==> src/rtl/wb_cyc_ctrl.sv <==
`default_nettype none
// wb_cyc_ctrl: single-master Wishbone cycle controller, one outstanding request, registered outputs.
// Define WB_TIMEOUT_EN to add the bus-timeout error response.
module wb_cyc_ctrl #(
   parameter int AW      = 28,
   parameter int TIMEOUT = 255,
   parameter int TW      = $clog2(TIMEOUT + 1)
) (
   input  logic          clk_i,
   input  logic          rst_i,
   input  logic          req_vld_i,
   output logic          req_rdy_o,
   input  logic [AW-1:0] req_adr_i,
   input  logic          req_we_i,
   input  logic [31:0]   req_dat_i,
   input  logic [3:0]    req_sel_i,
   output logic          rsp_vld_o,
   input  logic          rsp_rdy_i,
   output logic [31:0]   rsp_dat_o,
   output logic          rsp_err_o,
   output logic          cyc_o,
   output logic          stb_o,
   output logic [AW-1:0] adr_o,
   output logic          we_o,
   output logic [31:0]   dat_o,
   output logic [3:0]    sel_o,
   input  logic          ack_i,
   input  logic [31:0]   dat_i
);

   typedef enum logic [1:0] {
      IDLE = 2'd0,
      BUS  = 2'd1,
      RESP = 2'd2
   } state_t;

   state_t        state;
   state_t        state_nxt;
   logic          req_rdy_nxt;
   logic          rsp_vld_nxt;
   logic          bus_nxt;
   logic [AW-1:0] adr_nxt;
   logic          we_nxt;
   logic [31:0]   dat_nxt;
   logic [3:0]    sel_nxt;
   logic [31:0]   rsp_dat_nxt;

`ifdef WB_TIMEOUT_EN
   localparam logic [TW-1:0] CNT_LAST = TW'(TIMEOUT - 1);
   localparam logic [TW-1:0] CNT_MAX  = TW'(TIMEOUT);

   logic [TW-1:0] cnt;
   logic [TW-1:0] cnt_nxt;
   logic          rsp_err_nxt;
   logic          rsp_err;

   assign rsp_err_o = rsp_err;
`else
   assign rsp_err_o = 1'b0;

   // TIMEOUT/TW only shape the expiry counter; without it they merely need to be sane.
   if (TIMEOUT < 1 || TW < 1) begin : g_bad_timeout_cfg
   end
`endif

   always_comb begin
      state_nxt   = state;
      req_rdy_nxt = req_rdy_o;
      rsp_vld_nxt = rsp_vld_o;
      bus_nxt     = cyc_o;
      adr_nxt     = adr_o;
      we_nxt      = we_o;
      dat_nxt     = dat_o;
      sel_nxt     = sel_o;
      rsp_dat_nxt = rsp_dat_o;
`ifdef WB_TIMEOUT_EN
      cnt_nxt     = cnt;
      rsp_err_nxt = rsp_err;
`endif

      case (state)
         IDLE: begin
            req_rdy_nxt = 1'b1;
            if (req_vld_i) begin
               adr_nxt     = req_adr_i;
               we_nxt      = req_we_i;
               dat_nxt     = req_dat_i;
               sel_nxt     = req_sel_i;
               bus_nxt     = 1'b1;
               req_rdy_nxt = 1'b0;
`ifdef WB_TIMEOUT_EN
               cnt_nxt     = '0;
`endif
               state_nxt   = BUS;
            end
         end

         BUS: begin
            if (ack_i) begin
               bus_nxt     = 1'b0;
               rsp_dat_nxt = we_o ? 32'h0 : dat_i;
               rsp_vld_nxt = 1'b1;
`ifdef WB_TIMEOUT_EN
               rsp_err_nxt = 1'b0;
`endif
               state_nxt   = RESP;
            end
`ifdef WB_TIMEOUT_EN
            // An ack on the expiry cycle takes priority, so expiry is only checked without one.
            else if (cnt == CNT_LAST) begin
               bus_nxt     = 1'b0;
               rsp_dat_nxt = 32'hFFFF_FFFF;
               rsp_err_nxt = 1'b1;
               rsp_vld_nxt = 1'b1;
               state_nxt   = RESP;
            end else if (cnt != CNT_MAX) begin
               cnt_nxt = cnt + TW'(1);
            end
`endif
         end

         RESP: begin
            if (rsp_rdy_i) begin
               rsp_vld_nxt = 1'b0;
               req_rdy_nxt = 1'b1;
               state_nxt   = IDLE;
            end
         end

         default: begin
            state_nxt = IDLE;
         end
      endcase
   end

   always_ff @(posedge clk_i) begin
      if (rst_i) begin
         state     <= IDLE;
         req_rdy_o <= 1'b1;
         rsp_vld_o <= 1'b0;
         cyc_o     <= 1'b0;
         stb_o     <= 1'b0;
         adr_o     <= '0;
         we_o      <= 1'b0;
         dat_o     <= 32'h0;
         sel_o     <= 4'h0;
         rsp_dat_o <= 32'h0;
      end else begin
         state     <= state_nxt;
         req_rdy_o <= req_rdy_nxt;
         rsp_vld_o <= rsp_vld_nxt;
         cyc_o     <= bus_nxt;
         stb_o     <= bus_nxt;
         adr_o     <= adr_nxt;
         we_o      <= we_nxt;
         dat_o     <= dat_nxt;
         sel_o     <= sel_nxt;
         rsp_dat_o <= rsp_dat_nxt;
      end
   end

`ifdef WB_TIMEOUT_EN
   always_ff @(posedge clk_i) begin
      if (rst_i) begin
         cnt     <= '0;
         rsp_err <= 1'b0;
      end else begin
         cnt     <= cnt_nxt;
         rsp_err <= rsp_err_nxt;
      end
   end
`endif

endmodule

`default_nettype wire

==> config.mk <==
export PLATFORM = sky130hd
export DESIGN_NAME = wb_cyc_ctrl
export DESIGN_NICKNAME = d
export VERILOG_FILES = /design/src/rtl/wb_cyc_ctrl.sv
export SDC_FILE = /design/constraint.sdc
export NUM_CORES = 1
export LEC_CHECK = 0
export ABC_AREA = 1
export CAP_MARGIN = 20
export CORE_UTILIZATION = 41
export DETAILED_ROUTE_END_ITERATION = 7
export GPL_ROUTABILITY_DRIVEN = 0
export HOLD_SLACK_MARGIN = 0.05
export PLACE_DENSITY = 0.81
export SYNTH_ARGS = -nofsm -noshare
export SYNTH_HDL_FRONTEND = slang
export SYNTH_SLANG_ARGS = --single-unit
==> constraint.sdc <==
create_clock -name clk_i -period 1.4 [get_ports clk_i]
set_clock_uncertainty 0.05 [all_clocks]
set_input_delay 0.35 -clock clk_i [delete_from_list [all_inputs] [get_ports clk_i]]
set_output_delay 0.35 -clock clk_i [all_outputs]
set_load 0.005 [all_outputs]
* Yosys cells after proc, flatten, opt, wreduce, memory -nomap -nowiden
Cells that the tools add are included.
Word-level totals: register bits 102, latch bits 0, bits in writable memories 0, memory bits (read-only) 0, input bits 102, memories kept 0
Operators by class: add/subtract/negate cells 0, multipliers 0, div/mod/pow operators 0, $lt $le $gt $ge 0, equal/unequal tests 5, shift operators 0, muxes and demuxes 14, bitwise operators 0, reductions and logical operators 10
Operator list (count):
- two-way mux 32 bit | 1
- AND reduction 3 bit | 3
- two-way mux 1 bit | 6
- two-way mux 2 bit | 3
- inequality test 2 bit, second input constant | 3
- one-hot mux 1 bit (2 select lines) | 3
- one-hot mux 2 bit (3 select lines) | 1
- AND reduction 2 bit | 3
- nonzero test 2 bit | 3
- == test 2 x 1 -> 1 bit, second input constant | 1
- == test 2 bit, second input constant | 1
- zero test 2 bit | 1

* Longest topological paths before layout
depth in word-level cells 3, depth in mapped cells 7

* Worst setup path before layout
OpenSTA, ideal clock, no wires.
path type register to register, start point reg state[1], end point reg adr_o[24], setup time 0.111 ns, arrival time 1.022 ns, required time 1.239 ns, setup slack 0.217 ns, cell stages (with the launch flop) 7, path buffers 2, clock period less this slack 1.183 ns, cells stage by stage dfxtp_1 nor2_1 buf_2 buf_2 nand3_1 nand2_1 nor2_1
On the way: longest elaborated chain between the ends 2
Ends and longest elaborated chain:
- start: declaration | line 37 | state_t state;
- start signal: assignment | line 149 | state <= state_nxt;
- zero test 2 bit | line 81 | case (state)
- AND reduction 2 bit (no source line)
- end signal: assignment | line 154 | adr_o <= adr_nxt;
- end: declaration | line 23 | output logic [AW-1:0] adr_o,
No other way between the ends. A chain may end at the register's enable or synchronous reset.

* Final worst setup path
start point reg adr_o[25], end point out adr_o[25]
No word-level cell between the ends.

==> report_table.html <==
<table>
<tr><th>Metric</th><th>Value</th></tr>
<tr><th colspan="2">Yosys</th></tr>
<tr><td>Gate count of the mapped netlist</td><td>675</td></tr>
<tr><td>Multiplexer share of the synthesized area</td><td>0%</td></tr>
<tr><td>Adder-cell area share of the yosys netlist</td><td>0%</td></tr>
<tr><td>Synthesized-area fraction occupied by ao, oa, aoi and oai cells</td><td>2.17%</td></tr>
<tr><td>Cell area after synthesis</td><td>4380 sq um</td></tr>
<tr><td>Fraction of synthesized cell area in xor and xnor cells</td><td>0%</td></tr>
<tr><td>Part of the Yosys area used for sequential elements</td><td>46.6%</td></tr>
<tr><td>Count of yosys warnings during synthesis</td><td>0</td></tr>
<tr><td>Mean Syn Cell Area</td><td>6.50 sq um</td></tr>
<tr><td>Synth Area in Simple Gates</td><td>37.2%</td></tr>
<tr><td>Count of cell types in the netlist</td><td>14</td></tr>
<tr><td>Syn nets</td><td>777</td></tr>
<tr><td>Combinational family with the most area after synthesis</td><td>simple AND/OR/NAND/NOR gates</td></tr>
<tr><td>Number of storage elements in the synthesis netlist</td><td>102</td></tr>
<tr><th colspan="2">Critical path</th></tr>
<tr><td>Path depth of the worst reg2reg path</td><td>6</td></tr>
<tr><td>Delay contributed by the slowest stage of the critical path</td><td>340 ps</td></tr>
<tr><td>Setup CP Type</td><td>flop to primary output</td></tr>
<tr><td>Type of element launching the critical path</td><td>flop</td></tr>
<tr><td>Top fanout value on the critical path</td><td>2</td></tr>
<tr><td>Family with the most delay on the worst path</td><td>flip-flops</td></tr>
<tr><td>Data arrival time at the worst-slack endpoint</td><td>950 ps</td></tr>
<tr><td>Origin of the critical flop-to-flop path</td><td>state[0]</td></tr>
<tr><td>Setup slack, reg-to-reg</td><td>110 ps</td></tr>
<tr><td>Chain of cells forming the critical path</td><td>dlygate4sd2_1</td></tr>
<tr><td>Worst Setup End Kind</td><td>primary output</td></tr>
<tr><td>Number of buffers and inverters on the critical path</td><td>1</td></tr>
<tr><td>R2R Path End</td><td>adr_o[17]</td></tr>
<tr><td>CP max stage cell</td><td>sky130_fd_sc_hd__dfxtp_2</td></tr>
<tr><td>Worst EP required</td><td>1000 ps</td></tr>
<tr><th colspan="2">Hold path</th></tr>
<tr><td>Hold path endpoint</td><td>stb_o</td></tr>
<tr><td>Hold Path Class</td><td>primary input to flop</td></tr>
<tr><td>Startpoint of the tightest hold check path</td><td>req_vld_i</td></tr>
<tr><td>Hold depth</td><td>3</td></tr>
<tr><th colspan="2">Drt</th></tr>
<tr><td>Drt initial violations</td><td>174</td></tr>
<tr><td>Drt via density</td><td>4.53</td></tr>
<tr><td>Length of the first detailed-routing pass in iterations</td><td>4</td></tr>
<tr><td>DRT Wirelength</td><td>12,100 um</td></tr>
<tr><td>Post-DR wirelength/cell</td><td>12.1 um</td></tr>
<tr><td>Number of nets still failing antenna checks after routing</td><td>0</td></tr>
<tr><td>Via count</td><td>4,545</td></tr>
<tr><td>DRC violations left</td><td>0</td></tr>
<tr><th colspan="2">Placed design</th></tr>
<tr><td>Half-perimeter wire length after placement</td><td>8240 um</td></tr>
<tr><td>Count of buffers from port buffering</td><td>202</td></tr>
<tr><td>Placed Cells</td><td>986</td></tr>
<tr><th colspan="2">Clock tree</th></tr>
<tr><td>Root Buffer</td><td>sky130_fd_sc_hd__clkbuf_8</td></tr>
<tr><td>Clock network latency to the later pin of the worst-skew pair</td><td>340 ps</td></tr>
<tr><td># H-tree levels</td><td>3</td></tr>
<tr><td>Deepest clock path buffer count</td><td>2</td></tr>
<tr><td>TritonCTS clock tree</td><td>built</td></tr>
<tr><td>Clock sinks</td><td>102</td></tr>
<tr><td>Number of clock buffers inserted by TritonCTS</td><td>9</td></tr>
<tr><td>Post-CTS clock slew at the launch and capture registers of the worst setup and hold paths</td><td>110 ps</td></tr>
<tr><th colspan="2">Die</th></tr>
<tr><td>Initial core utilization</td><td>42.5%</td></tr>
<tr><td>Area inside the core boundary</td><td>10,300 sq um</td></tr>
<tr><td>Site Rows</td><td>37</td></tr>
<tr><td>Die area</td><td>11,100 sq um</td></tr>
<tr><td>Chip Width</td><td>105 um</td></tr>
<tr><td>Vertical die dimension</td><td>105 um</td></tr>
<tr><td>Number of placed I/O pins</td><td>204</td></tr>
<tr><th colspan="2">Global routing</th></tr>
<tr><td>Maximum number of pins on one net before global-route repair</td><td>56</td></tr>
<tr><td>First-pass GRT wire length</td><td>19,400 um</td></tr>
<tr><td>GR Overflow Total</td><td>0</td></tr>
<tr><td>Via count of the first global-routing pass</td><td>4,204</td></tr>
<tr><td>Antenna violations before repair</td><td>0</td></tr>
<tr><td>Total global routing track utilization</td><td>21.4%</td></tr>
<tr><th colspan="2">Finish</th></tr>
<tr><td>Inserted Diodes</td><td>0</td></tr>
<tr><td>Layout cells sized above 1</td><td>11.1%</td></tr>
<tr><td>Post-route non-filler standard cell count</td><td>1,004</td></tr>
<tr><td>Layout Nets</td><td>965</td></tr>
<tr><td>Synthesis-to-layout area growth</td><td>54.2%</td></tr>
<tr><th colspan="2">STA</th></tr>
<tr><td>Unrepaired setup endpoints after global routing</td><td>false</td></tr>
<tr><td>Min cycle time layout</td><td>1350 ps</td></tr>
<tr><td>Fmax achieved</td><td>0.740 GHz</td></tr>
<tr><td>Final hold violation count</td><td>0</td></tr>
<tr><td>Tcrit/Tclk final</td><td>96.5%</td></tr>
<tr><td>Slew Viols, Final</td><td>0</td></tr>
<tr><td>Setup-failing EPs final</td><td>0</td></tr>
<tr><th colspan="2">Run</th></tr>
<tr><td>Max Cap Violations</td><td>0</td></tr>
<tr><th colspan="2">Pwr</th></tr>
<tr><td>Worst IR Drop VDD</td><td>0.661 mV</td></tr>
<tr><td>Total leakage power</td><td>3.62 nW</td></tr>
<tr><td>Cell Pwr Density</td><td>996 nW/um^2</td></tr>
<tr><td>Power, Total</td><td>6.73 mW</td></tr>
<tr><th colspan="2">Outcome</th></tr>
<tr><td>Status</td><td>finished, final reports clean</td></tr>
</table>
==> kinds of logic (layout without fill, tap and decap cells) <==
kind of cell / after synthesis / count (layout)
DFF: 102 / 102
AOI/OAI and AO/OA: 19 / 19
buffers and inverters: 148 / 341
other: 1 / 1
and+or+nand+nor: 405 / 405
==> through the flow <==
| step | cell area (sq um) | hold slack, ps | util, % | setup slack, ps | setup TNS, ps |
|---|---|---|---|---|---|
| global route | 6760 | 308 | 65.5 | 1.17 | 0 |
| finish | 6760 | 292 | 65.5 | 48.7 | 0 |
| detailed placement | 6580 | 406 | 63.7 | -147 | -4370 |
| floorplan | 4380 | 369 | - | 217 | 0 |
| global placement | 6580 | 399 | 63.7 | -103 | -2480 |
| CTS | 6730 | 320 | 65.2 | -27.1 | -27.1 |
==> layer usage <==
| layer | global-route usage, % | share of wire, % | vias up |
|---|---|---|---|
| met5 | 0 | 0 | - |
| met1 | 25.5 | 43 | 2011 |
| met4 | 6.04 | 1.1 | 0 |
| li1 | - | - | 2369 |
| met2 | 36.2 | 47 | 153 |
| met3 | 7.30 | 9.3 | 12 |
==> synthesized netlist by cell type <==
library cell / n / share of area [%]
sky130_fd_sc_hd__nand3_1: 87 / 9.9
sky130_fd_sc_hd__nand2_1: 154 / 13
sky130_fd_sc_hd__dfxtp_1: 102 / 47
sky130_fd_sc_hd__buf_6: 1 / 0.26
sky130_fd_sc_hd__inv_1: 102 / 8.7
sky130_fd_sc_hd__nor2_1: 163 / 14
sky130_fd_sc_hd__a21oi_1: 19 / 2.2
sky130_fd_sc_hd__buf_4: 8 / 1.4
sky130_fd_sc_hd__inv_2: 2 / 0.17
sky130_fd_sc_hd__conb_1: 1 / 0.086
sky130_fd_sc_hd__clkbuf_1: 10 / 0.86
sky130_fd_sc_hd__buf_1: 10 / 0.86
sky130_fd_sc_hd__buf_2: 15 / 1.7
sky130_fd_sc_hd__nor2_2: 1 / 0.14
==> area by class of cell <==
type                       instances  area [sq um]
tap                              136           170
clock buffer                      12           155
clock inverter                     4          55.1
fill                             959          3560
multi-input combinational        425          1750
sequential                       102          2110
inverter                         104           390
timing repair buffer             221          2140
==> where the power goes <==
group | leakage (nW) | switching [mW] | internal [mW]
logic | 2.66 | 0.724 | 0.794
clock network | 0.103 | 1.00 | 0.934
registers | 0.860 | 0.113 | 3.16
total | 3.62 | 1.84 | 4.89
==> worst max-delay path by stage <==
stage / start / end / depth (start not counted)
after CTS: stb_o / stb_o / 2
after floorplan: state[1] / adr_o[24] / 6
after detailed placement: ack_i / rsp_dat_o[30] / 5
final: adr_o[25] / adr_o[25] / 1
after global placement: ack_i / rsp_dat_o[26] / 5
after global routing: dat_o[9] / dat_o[9] / 1
==> cell usage in the layout, fill, tap and decap left out, drive strengths merged <==
master | netlist | layout
clkdlybuf4s15 | 0 | 5
clkbuf | 10 | 15
nor2 | 164 | 164
buf | 34 | 19
bufinv | 0 | 1
inv | 104 | 104
clkdlybuf4s50 | 0 | 100
dlygate4sd2 | 0 | 94
clkinvlp | 0 | 1
clkinv | 0 | 2
a21oi | 19 | 19
nand3 | 87 | 87
dfxtp | 102 | 102
nand2 | 154 | 154
conb | 1 | 1
==> state kept, by name, indices dropped and copies added (netlist names) <==
name and cells:
stb_o 1, rsp_vld_o 1, rsp_dat_o 32, dat_o 32, sel_o 4, adr_o 28
req_rdy_o 1, state 2, we_o 1
==> worst min-delay path, delay by kind of cell <==
kind | cells | cell delay (ps)
compound gates | 1 | 70
simple gates | 1 | 100
buf+inv | 1 | 130
==> timing repair <==
action	in CTS	in global routing
setup buffers	1	0
hold buffers	0	0
endpoints found under the setup margin	101	36
hold endpoints to repair	0	0
gates cloned	0	1
gates resized for setup	153	11
Power figures use the tool's default switching activity.
